$ cat config.mk
export PLATFORM = sky130hd
export DESIGN_NAME = ee354_numlock_param_sm
export DESIGN_NICKNAME = d
export VERILOG_FILES = /design/src/rtl/ee354_numlock_pkg.sv /design/src/rtl/ee354_numlock_timer.sv /design/src/rtl/ee354_numlock_param_sm.sv
export SDC_FILE = /design/constraint.sdc
export NUM_CORES = 1
export LEC_CHECK = 0
export BUFFER_PORTS_ARGS = -buffer_cell sky130_fd_sc_hd__buf_4
export CORE_ASPECT_RATIO = 1.5
export CORE_UTILIZATION = 63
export CTS_BUF_LIST = sky130_fd_sc_hd__clkbuf_4
export CTS_CLUSTER_DIAMETER = 100
export CTS_CLUSTER_SIZE = 16
export DETAILED_ROUTE_END_ITERATION = 7
export GPL_TIMING_DRIVEN = 0
export MAX_ROUTING_LAYER = met4
export PLACE_DENSITY_LB_ADDON = 0.2
export SETUP_SLACK_MARGIN = 0.1
export SLEW_MARGIN = 30
export SYNTH_ARGS = -nofsm -noshare
export SYNTH_HDL_FRONTEND = slang
export SYNTH_SLANG_ARGS = --single-unit
export TNS_END_PERCENT = 10
$ cat constraint.sdc
create_clock -name Clk -period 4 [get_ports Clk]
set_input_delay 0.4 -clock Clk [delete_from_list [all_inputs] [get_ports Clk]]
set_output_delay 0.4 -clock Clk [all_outputs]
set_load 0.01 [all_outputs]
$ cat src/rtl/ee354_numlock_pkg.sv
// ee354_numlock_pkg
//   Shared definitions for the parametrised number lock: the state encoding
//   exposed on q_state and small constant functions used to size counters.
package ee354_numlock_pkg;

  // State encoding; the values are visible on the q_state debug port.
  typedef enum logic [2:0] {
    ST_IDLE    = 3'd0,
    ST_PRESS   = 3'd1,
    ST_WAIT    = 3'd2,
    ST_BAD     = 3'd3,
    ST_OPEN    = 3'd4,
    ST_LOCKOUT = 3'd5
  } state_e;

  // Ceiling log2: number of bits needed to index 'value' distinct items.
  // clog2(1) = 0, clog2(4) = 2, clog2(5) = 3.
  function automatic int clog2(input int value);
    int res;
    int rem;
    res = 32'sd0;
    rem = value - 32'sd1;
    while (rem > 32'sd0) begin
      res = res + 32'sd1;
      rem = rem >>> 1;
    end
    return res;
  endfunction

  // Larger of two integers, for sizing a counter shared by two durations.
  function automatic int max2(input int a, input int b);
    return (a > b) ? a : b;
  endfunction

endpackage

$ cat src/rtl/ee354_numlock_timer.sv
// ee354_numlock_timer
//   Loadable down-counter with a zero flag. Shared by the OPEN window and the
//   LOCKOUT window of the number lock; it parks at zero once it gets there.
// Ports:
//   clk      in   rising-edge clock
//   rst_n    in   asynchronous active-low reset (count -> 0)
//   load     in   load load_val this edge (has priority over dec)
//   dec      in   decrement this edge if not already zero
//   load_val in   WIDTH-bit value to load
//   zero     out  count is zero (decode of the count register)
module ee354_numlock_timer #(
  parameter int WIDTH = 6
) (
  input  logic             clk,
  input  logic             rst_n,
  input  logic             load,
  input  logic             dec,
  input  logic [WIDTH-1:0] load_val,
  output logic             zero
);

  localparam logic [WIDTH-1:0] ONE  = WIDTH'(1'b1);
  localparam logic [WIDTH-1:0] NONE = {WIDTH{1'b0}};

  logic [WIDTH-1:0] count_r;

  // Count register: load wins, otherwise count down and hold at zero.
  always_ff @(posedge clk or negedge rst_n) begin
    if (!rst_n) begin
      count_r <= NONE;
    end else if (load) begin
      count_r <= load_val;
    end else if (dec && (count_r != NONE)) begin
      count_r <= count_r - ONE;
    end else begin
      count_r <= count_r;
    end
  end

  assign zero = (count_r == NONE);

endmodule

$ cat src/rtl/ee354_numlock_param_sm.sv
// ee354_numlock_param_sm
//   Parametrised number lock. A CODE_LEN-digit binary combination is keyed
//   on two buttons (U = 1, Z = 0), MSB first. A full correct entry opens the
//   lock for OPEN_CYCLES cycles; MAX_TRIES consecutive wrong entries hold the
//   lock in LOCKOUT for LOCKOUT_CYCLES cycles. The combination can be
//   reloaded from Code_in while the lock is open.
// Ports:
//   Clk        in   system clock, rising edge
//   reset_n    in   asynchronous active-low reset
//   U, Z       in   debounced "1" / "0" buttons, high while held
//   Code_in    in   new combination (CODE_LEN bits)
//   Code_ld    in   load strobe, only honoured while open
//   Unlock     out  high exactly while open
//   Locked_out out  high exactly while locked out
//   q_state    out  encoded state (ee354_numlock_pkg::state_e)
//   Digit_idx  out  correct digits accepted so far
//   Fail_cnt   out  consecutive failed entries (saturating)
module ee354_numlock_param_sm
  import ee354_numlock_pkg::*;
#(
  parameter int                  CODE_LEN       = 4,
  parameter logic [CODE_LEN-1:0] CODE_INIT      = 4'b1011,
  parameter int                  OPEN_CYCLES    = 16,
  parameter int                  MAX_TRIES      = 3,
  parameter int                  LOCKOUT_CYCLES = 64
) (
  input  logic                              Clk,
  input  logic                              reset_n,
  input  logic                              U,
  input  logic                              Z,
  input  logic [CODE_LEN-1:0]               Code_in,
  input  logic                              Code_ld,
  output logic                              Unlock,
  output logic                              Locked_out,
  output logic [2:0]                        q_state,
  output logic [clog2(CODE_LEN+1)-1:0]      Digit_idx,
  output logic [clog2(MAX_TRIES+1)-1:0]     Fail_cnt
);

  localparam int DIG_W  = clog2(CODE_LEN + 1);
  localparam int FAIL_W = clog2(MAX_TRIES + 1);
  localparam int TMR_W  = max2(32'sd1, clog2(max2(OPEN_CYCLES, LOCKOUT_CYCLES)));

  localparam logic [DIG_W-1:0]    DIG_ZERO  = {DIG_W{1'b0}};
  localparam logic [DIG_W-1:0]    DIG_ONE   = DIG_W'(1'b1);
  localparam logic [DIG_W-1:0]    DIG_FULL  = DIG_W'(CODE_LEN);
  localparam logic [FAIL_W-1:0]   FAIL_ZERO = {FAIL_W{1'b0}};
  localparam logic [FAIL_W-1:0]   FAIL_ONE  = FAIL_W'(1'b1);
  localparam logic [FAIL_W-1:0]   FAIL_MAX  = FAIL_W'(MAX_TRIES);
  localparam logic [TMR_W-1:0]    OPEN_LOAD = TMR_W'(OPEN_CYCLES - 1);
  localparam logic [TMR_W-1:0]    LOCK_LOAD = TMR_W'(LOCKOUT_CYCLES - 1);
  localparam logic [CODE_LEN-1:0] MSB_MASK  = CODE_LEN'(1'b1) << (CODE_LEN - 1);

  state_e              state_r;
  state_e              state_nxt_s;
  logic [DIG_W-1:0]    digit_r;
  logic [DIG_W-1:0]    digit_nxt_s;
  logic [DIG_W-1:0]    digit_inc_s;
  logic [FAIL_W-1:0]   fail_r;
  logic [FAIL_W-1:0]   fail_nxt_s;
  logic [FAIL_W-1:0]   fail_inc_s;
  logic [CODE_LEN-1:0] code_r;
  logic                unlock_r;
  logic                locked_r;
  logic                exp_bit_s;
  logic                any_s;
  logic                both_s;
  logic                hit_s;
  logic                tmr_load_s;
  logic [TMR_W-1:0]    tmr_val_s;
  logic                tmr_dec_s;
  logic                tmr_zero_s;

  // Expected digit is code_r[CODE_LEN-1-digit_r]; a walking mask avoids an
  // index subtraction and keeps every code bit in use.
  assign exp_bit_s   = |(code_r & (MSB_MASK >> digit_r));
  assign any_s       = U | Z;
  assign both_s      = U & Z;
  // A hit is exactly one button down and it matches the expected digit.
  assign hit_s       = (U ^ Z) & (U == exp_bit_s);
  assign digit_inc_s = digit_r + DIG_ONE;
  assign fail_inc_s  = (fail_r == FAIL_MAX) ? fail_r : (fail_r + FAIL_ONE);
  assign tmr_dec_s   = (state_r == ST_OPEN) | (state_r == ST_LOCKOUT);

  // Next-state and counter update rules.
  always_comb begin
    state_nxt_s = state_r;
    digit_nxt_s = digit_r;
    fail_nxt_s  = fail_r;
    tmr_load_s  = 1'b0;
    tmr_val_s   = OPEN_LOAD;
    case (state_r)
      ST_IDLE, ST_WAIT: begin
        if (both_s || (any_s && !hit_s)) begin
          state_nxt_s = ST_BAD;
          digit_nxt_s = DIG_ZERO;
          fail_nxt_s  = fail_inc_s;
        end else if (hit_s) begin
          state_nxt_s = ST_PRESS;
        end else begin
          state_nxt_s = state_r;
        end
      end
      ST_PRESS: begin
        // The digit counts on release; extra buttons while held are ignored.
        if (any_s) begin
          state_nxt_s = ST_PRESS;
        end else if (digit_inc_s == DIG_FULL) begin
          state_nxt_s = ST_OPEN;
          digit_nxt_s = DIG_ZERO;
          fail_nxt_s  = FAIL_ZERO;
          tmr_load_s  = 1'b1;
          tmr_val_s   = OPEN_LOAD;
        end else begin
          state_nxt_s = ST_WAIT;
          digit_nxt_s = digit_inc_s;
        end
      end
      ST_BAD: begin
        if (any_s) begin
          state_nxt_s = ST_BAD;
        end else if (fail_r == FAIL_MAX) begin
          state_nxt_s = ST_LOCKOUT;
          tmr_load_s  = 1'b1;
          tmr_val_s   = LOCK_LOAD;
        end else begin
          state_nxt_s = ST_IDLE;
        end
      end
      ST_OPEN: begin
        if (tmr_zero_s) begin
          state_nxt_s = ST_IDLE;
        end else begin
          state_nxt_s = ST_OPEN;
        end
      end
      ST_LOCKOUT: begin
        if (tmr_zero_s) begin
          state_nxt_s = ST_IDLE;
          fail_nxt_s  = FAIL_ZERO;
        end else begin
          state_nxt_s = ST_LOCKOUT;
        end
      end
      default: begin
        state_nxt_s = ST_IDLE;
        digit_nxt_s = DIG_ZERO;
        fail_nxt_s  = FAIL_ZERO;
      end
    endcase
  end

  // State, counters, combination register and registered status outputs.
  always_ff @(posedge Clk or negedge reset_n) begin
    if (!reset_n) begin
      state_r  <= ST_IDLE;
      digit_r  <= DIG_ZERO;
      fail_r   <= FAIL_ZERO;
      code_r   <= CODE_INIT;
      unlock_r <= 1'b0;
      locked_r <= 1'b0;
    end else begin
      state_r  <= state_nxt_s;
      digit_r  <= digit_nxt_s;
      fail_r   <= fail_nxt_s;
      unlock_r <= (state_nxt_s == ST_OPEN);
      locked_r <= (state_nxt_s == ST_LOCKOUT);
      // Reload is accepted on any OPEN cycle, including the last one.
      if ((state_r == ST_OPEN) && Code_ld) begin
        code_r <= Code_in;
      end else begin
        code_r <= code_r;
      end
    end
  end

  ee354_numlock_timer #(
    .WIDTH (TMR_W)
  ) u_timer (
    .clk      (Clk),
    .rst_n    (reset_n),
    .load     (tmr_load_s),
    .dec      (tmr_dec_s),
    .load_val (tmr_val_s),
    .zero     (tmr_zero_s)
  );

  assign Unlock     = unlock_r;
  assign Locked_out = locked_r;
  assign q_state    = state_r;
  assign Digit_idx  = digit_r;
  assign Fail_cnt   = fail_r;

endmodule

# After elaboration in Yosys (flattened, before gate mapping)
# Index checks and enable logic that the tools add are counted.
dict set report totals {
  word_cells 78
  regBits 20
}
dict set report op_classes {
  muxes 29
  n_shift 1
  reduce_logical 15
  add_sub_neg 3
  bitwise_logic 8
  n_eq_ne 15
}
# operator count
set ops {}
lappend ops {{two-way mux 3 bit} 11}
lappend ops {{two-way mux 6 bit} 5}
lappend ops {{== test 3 bit (second input constant)} 5}
lappend ops {{case mux 3 bit (5 select lines)} 1}
lappend ops {{two-way mux 2 bit} 5}
lappend ops {{!= test 2 bit (second input constant)} 5}
lappend ops {{case mux 3 bit (3 select lines)} 1}
lappend ops {{case mux 2 bit (4 select lines)} 1}
lappend ops {{== test 3 x 2 -> 1 bit (second input constant)} 2}
lappend ops {{zero test 6 bit} 1}
lappend ops {{AND reduction 6 bit} 1}
lappend ops {{nonzero test 6 bit} 1}
lappend ops {{subtractor 6 x 1 -> 6 bit (second input constant)} 1}
lappend ops {{AND 4 bit} 1}
lappend ops {{two-way mux 1 bit} 4}
lappend ops {{OR reduction 2 bit} 2}
lappend ops {{OR reduction 4 bit} 1}
lappend ops {{right shift 4 x 3 -> 4 bit (first input constant)} 1}
lappend ops {{adder 3 x 1 -> 3 bit (second input constant)} 1}
lappend ops {{== test 3 x 1 -> 1 bit (second input constant)} 1}
lappend ops {{logical AND 1 bit} 3}
lappend ops {{zero test 3 bit} 1}
lappend ops {{AND reduction 3 bit} 1}
lappend ops {{OR reduction 3 bit} 1}
lappend ops {{11 further kinds} 14}

# Longest topological paths before layout
dict set report depth {
  depth_word 11
  ltp_mapped 6
}

# Hierarchy
# A second synthesis with hierarchy kept.
dict set report hier_totals {
  cells_unflattened 145
  hier_area_um2 1362.6
}
# mod seq_area_each_um2 cells_each area_each_um2 instances
set by_module_without_submodules {}
lappend by_module_without_submodules {ee354_numlock_param_sm 354.1 101 967.2 1}
lappend by_module_without_submodules {ee354_numlock_timer 150.1 44 395.4 1}

# Worst setup path before layout
# No wires, ideal clock.
dict set report synth_path {
  path_kind {flip-flop to flip-flop}
  startpoint {register digit_r[0] (netlist: Digit_idx[0])}
  endpoint {register fail_r[1] (netlist: Fail_cnt[1])}
  path_slack_ns 2.157
  required_ns 3.920
  path_buffers 0
  synth_period_minus_slack_ns 1.843
  path_stages_with_launch 7
  arrival_time_ns 1.763
  setup_time_ns 0.080
  cell_sequence {dfrtp_1 > ha_1 > ha_1 > a22oi_1 > a221oi_2 > or4b_1 > o211ai_2}
}
dict set report synth_via {
  elab_chain_len 10
  elab_cells_between_ends 13
}
# element line_no
set synth_rtl {}
lappend synth_rtl {{from (decl)} ee354_numlock_param_sm.sv:56} ;# logic [DIG_W-1:0] digit_r;
lappend synth_rtl {{from (signal assigned)} ee354_numlock_param_sm.sv:164} ;# digit_r <= digit_nxt_s;
lappend synth_rtl {{right shift 4 x 3 -> 4 bit} ee354_numlock_param_sm.sv:76} ;# assign exp_bit_s = |(code_r & (MSB_MASK >> digit_r));
lappend synth_rtl {{AND 4 bit} ee354_numlock_param_sm.sv:76}
lappend synth_rtl {{OR reduction 4 bit} ee354_numlock_param_sm.sv:76}
lappend synth_rtl {{== test 1 bit} ee354_numlock_param_sm.sv:80} ;# assign hit_s = (U ^ Z) & (U == exp_bit_s);
lappend synth_rtl {{AND 1 bit} ee354_numlock_param_sm.sv:80}
lappend synth_rtl {{zero test 1 bit} ee354_numlock_param_sm.sv:94} ;# if (both_s || (any_s && !hit_s)) begin
lappend synth_rtl {{logical AND 1 bit} ee354_numlock_param_sm.sv:94}
lappend synth_rtl {{logical OR 1 bit} ee354_numlock_param_sm.sv:94}
lappend synth_rtl {{!= test 2 bit (no source line)} --}
lappend synth_rtl {{AND reduction 6 bit (no source line) (*)} --}
lappend synth_rtl {{to (signal assigned)} ee354_numlock_param_sm.sv:165} ;# fail_r <= fail_nxt_s;
lappend synth_rtl {{to (decl)} ee354_numlock_param_sm.sv:59} ;# logic [FAIL_W-1:0] fail_r;
# Mark *: on every way between the ends. The rest lies on a longest branch, timed or not.
# A chain may end at the register's enable or synchronous reset.

# Worst setup path after layout
dict set report layout_path {
  startpoint {register digit_r[1] (netlist: Digit_idx[1])}
  endpoint {register state_r[1] (netlist: q_state[1])}
}
dict set report layout_via {
  elab_chain_len 10
  elab_cells_between_ends 15
}
# element line_no
set layout_rtl {}
lappend layout_rtl {{right shift 4 x 3 -> 4 bit} ee354_numlock_param_sm.sv:76}
lappend layout_rtl {{AND 4 bit} ee354_numlock_param_sm.sv:76}
lappend layout_rtl {{OR reduction 4 bit} ee354_numlock_param_sm.sv:76}
lappend layout_rtl {{== test 1 bit} ee354_numlock_param_sm.sv:80}
lappend layout_rtl {{AND 1 bit} ee354_numlock_param_sm.sv:80}
lappend layout_rtl {{zero test 1 bit} ee354_numlock_param_sm.sv:94}
lappend layout_rtl {{logical AND 1 bit} ee354_numlock_param_sm.sv:94}
lappend layout_rtl {{logical OR 1 bit} ee354_numlock_param_sm.sv:94}
lappend layout_rtl {{two-way mux 3 bit} ee354_numlock_param_sm.sv:94}
lappend layout_rtl {{case mux 3 bit (5 select lines) (*)} ee354_numlock_param_sm.sv:92} ;# case (state_r)
lappend layout_rtl {{net state_nxt_s[1]} ee354_numlock_param_sm.sv:55} ;# state_e state_nxt_s;
lappend layout_rtl {{to (signal assigned)} ee354_numlock_param_sm.sv:163} ;# state_r <= state_nxt_s;
lappend layout_rtl {{to (decl)} ee354_numlock_param_sm.sv:54} ;# state_e state_r;
# The timed path passes the listed nets; every way through them passes the cells marked *.

==> flow_metrics.tcl <==
set metrics [dict create \
    powerDensity_nw_per_um2 580 \
    final_nets 173 \
    finalCritPeriodShare_pct 52.5 \
    fin_crit_ns 2.10 \
    clock-root-buffer "clkbuf_4" \
    first_pass_iters 4 \
    avgSynthCellArea_um2 9.85 \
    cts_inserted_buffers 3 \
    cp_slowest_cell "a222oi_1" \
    yosysSeqAreaShare_pct 39.1 \
    end_kind "flip-flop" \
    critPathTopFamily "compound AO/OA/AOI/OAI gates" \
    synth.most_common_cell "dfrtp_1" \
    hold_class "primary input to flip-flop" \
    io_buffers 18 \
    slew_headroom_pct 69.9 \
    place_hpwl_mm 2.07 \
    initial_core_util_pct 68.7 \
    yosys_most_used_dff "dfrtp_1" \
    wl_met3_um 100 \
    cts_num_sinks 20 \
    htreeDepth 1 \
    skew_ns 0.0111 \
    crit_path_cell_trace "inv_1, ha_1, a222oi_1, o21ai_0, a2111oi_1, a311oi_1" \
    n_fill_cell 125 \
    synth_top_cells_by_count "17 x dfrtp_1, 12 x inv_1, 10 x nor2_1" \
    worstPathRequired_ns 4.18 \
    yosysWarnings 0 \
    grt_first_pass_wirelength_mm 4.36 \
    peakVddDrop_mv 0.548 \
    path_max_fanout 6 \
    stdcell_count 175 \
    vias 1098 \
    clk_latency_ns 0.31 \
    cp_num_buf_inv 1 \
    setup_tns_ns 0 \
    min_from "Code_in[3]" \
    synthCells 131 \
    rows 19 \
    gp_congestion 0.833 \
    postPlaceCellArea_um2 1450 \
    ys_types 47 \
    total_power_w 0.000865 \
    synth-seq-cells 20 \
    path_clk_slew_ns 0.11 \
    syn_to_final_growth_pct 15.6 \
    setup_viol 0 \
    die_h_um 57.4 \
    drv_slew 0 \
    track_usage_pct 28.6 \
    startpoint "Digit_idx[1]" \
    boundaryPins 19 \
    synth_top_area_share_pct 33.0 \
    first_global_vias 1093 \
    fmax_mhz 476 \
    p_leak_nw 0.696 \
    drive_gt1_share_pct 24.7 \
    via_per_inst 6.27 \
    startpoint_type "flip-flop" \
    ys_top_cells_by_area "dfrtp_1 33%, ha_1 8.7%, dfstp_2 6.1%, inv_1 3.5%, mux2_2 3.5%" \
    synthArstFlopShare_pct 100 \
    cts_tree "done" \
    core_um2 1880 \
    crit_arrival_ns 2.28 \
    drtIter0Drc 68 \
    fin_area_um2 1490 \
    cap_viol_max_count 0 \
    fp.dieW_um 38.9 \
    crit_type "flip-flop to flip-flop" \
    top_layer "met4" \
    routed-wl-met2_mm 1.39 \
    yosysTopAreaCell "dfrtp_1" \
    cts_resized 0 \
    rsz0062_at_grt "no" \
    grt_max_degree 21 \
    tightest_slew_ns 0.451 \
    detail-route-antenna-nets 0 \
    routed_wl_mm 2.68 \
    netlist_area_um2 1290 \
    antennaDiodeCount 0 \
    dieArea_um2 2240 \
    wl_met1_mm 1.08 \
    dpl.cell_count 170 \
    outcome "complete, no violations" \
    drc 0 \
    worstReg2RegStart "Digit_idx[1]" \
    routedWlPerCell_um 15.3 \
    grt_overflow 0 \
    antenna_found_initial 0 \
    crit_path_max_incr_delay_ns 0.46 \
    cts_max_path_buffers 2 \
    synth_edf_count 0 \
    hold_viol_final 0 \
    syn-num-nets 149 \
]
-- flip-flops by register name, summed over array words and instances, names as in the netlist --
name             flops
code_r               4
Digit_idx            3
q_state              3
Locked_out           1
Unlock               1
Fail_cnt             2
u_timer.count_r      6
-- path summary, 6_finish.rpt --
kind                       cells past startpoint  slack [ns]                 end
setup / recovery                               6        1.90          q_state[1]
hold / removal                                 2        0.32           code_r[3]
setup reg to reg                               6        1.90          q_state[1]
hold reg to reg                                1        0.53  u_timer.count_r[5]
max in group asynchronous                      2        3.23           code_r[1]
min in group asynchronous                      2        0.49  u_timer.count_r[3]
-- power by group --
part / leakage (nW) / internal, W / total (W) / switching (W)
Combinational: 0.441 / 0.000193 / 0.000414 / 0.000221
Sequential: 0.237 / 0.000277 / 0.000343 / 0.0000654
Clock: 0.0184 / 0.0000458 / 0.000109 / 0.0000627
Total: 0.696 / 0.000516 / 0.000865 / 0.000349
-- logic make-up (layout without fill, tap and decap cells) --
family / count (synthesis) / in the layout / synth area share [%]
AND/OR/NAND/NOR: 41 / 41 / 19.7
AO/OA/AOI/OAI: 39 / 39 / 22.3
flip-flops: 20 / 20 / 39.1
buffers and inverters: 15 / 38 / 4.46
adder cells (fa/ha/maj): 9 / 9 / 8.73
multiplexers: 6 / 6 / 5.04
XOR/XNOR: 1 / 1 / 0.679
-- timing repair --
item,in CTS,in global routing
hold buffers,1,0
buffers inserted,0,0
hold endpoints to repair,17,0
-- metal layers --
layer  global-route usage, %  vias up
met5                       -        -
met4                    20.2        0
met3                    5.06       10
met2                    46.4       30
met1                    29.2      529
li1                        -      529
-- cells in the final DEF, fill, tap and decap left out, types with 3 or more instances in the layout --
cell type | synthesis | final
mux2_2 | 4 | 4
ha_1 | 9 | 9
nand2b_1 | 5 | 5
a31oi_1 | 3 | 3
clkbuf_4 | 0 | 4
nor2b_1 | 3 | 3
buf_4 | 0 | 18
a21o_1 | 3 | 3
a22oi_1 | 5 | 5
inv_1 | 12 | 12
a21oi_1 | 6 | 6
dfrtp_1 | 17 | 17
dfstp_2 | 3 | 3
nand2_1 | 4 | 4
o21ai_0 | 5 | 5
nor2_1 | 10 | 10
-- final cells by class --
type | instances | area (um^2) | area share, %
buffer | 3 | 12.5 | 0.839
clock buffer | 4 | 30.0 | 2.01
multi-input combinational | 96 | 728 | 48.8
inverter | 12 | 45.0 | 3.02
sequential | 20 | 504 | 33.8
tap | 21 | 26.3 | 1.76
timing repair buffer | 19 | 145 | 9.73
-- worst reg2reg max path: stages, from the launching register on --
cell       delay, ns
dfrtp_1         0.45
inv_1           0.11
ha_1            0.21
a222oi_1        0.46
o21ai_0         0.25
a2111oi_1       0.42
a311oi_1        0.09
-- through the flow --
stage	util [%]	setup slack [ns]	hold WS, ns
global route	79.4	1.79	0.316
detailed placement	77.3	1.94	0.288
global placement	77.3	2.02	0.287
finish	79.4	1.90	0.323
floorplan	-	2.16	0.104
CTS	79.4	1.94	0.327
(Power assumes the default switching activity.)
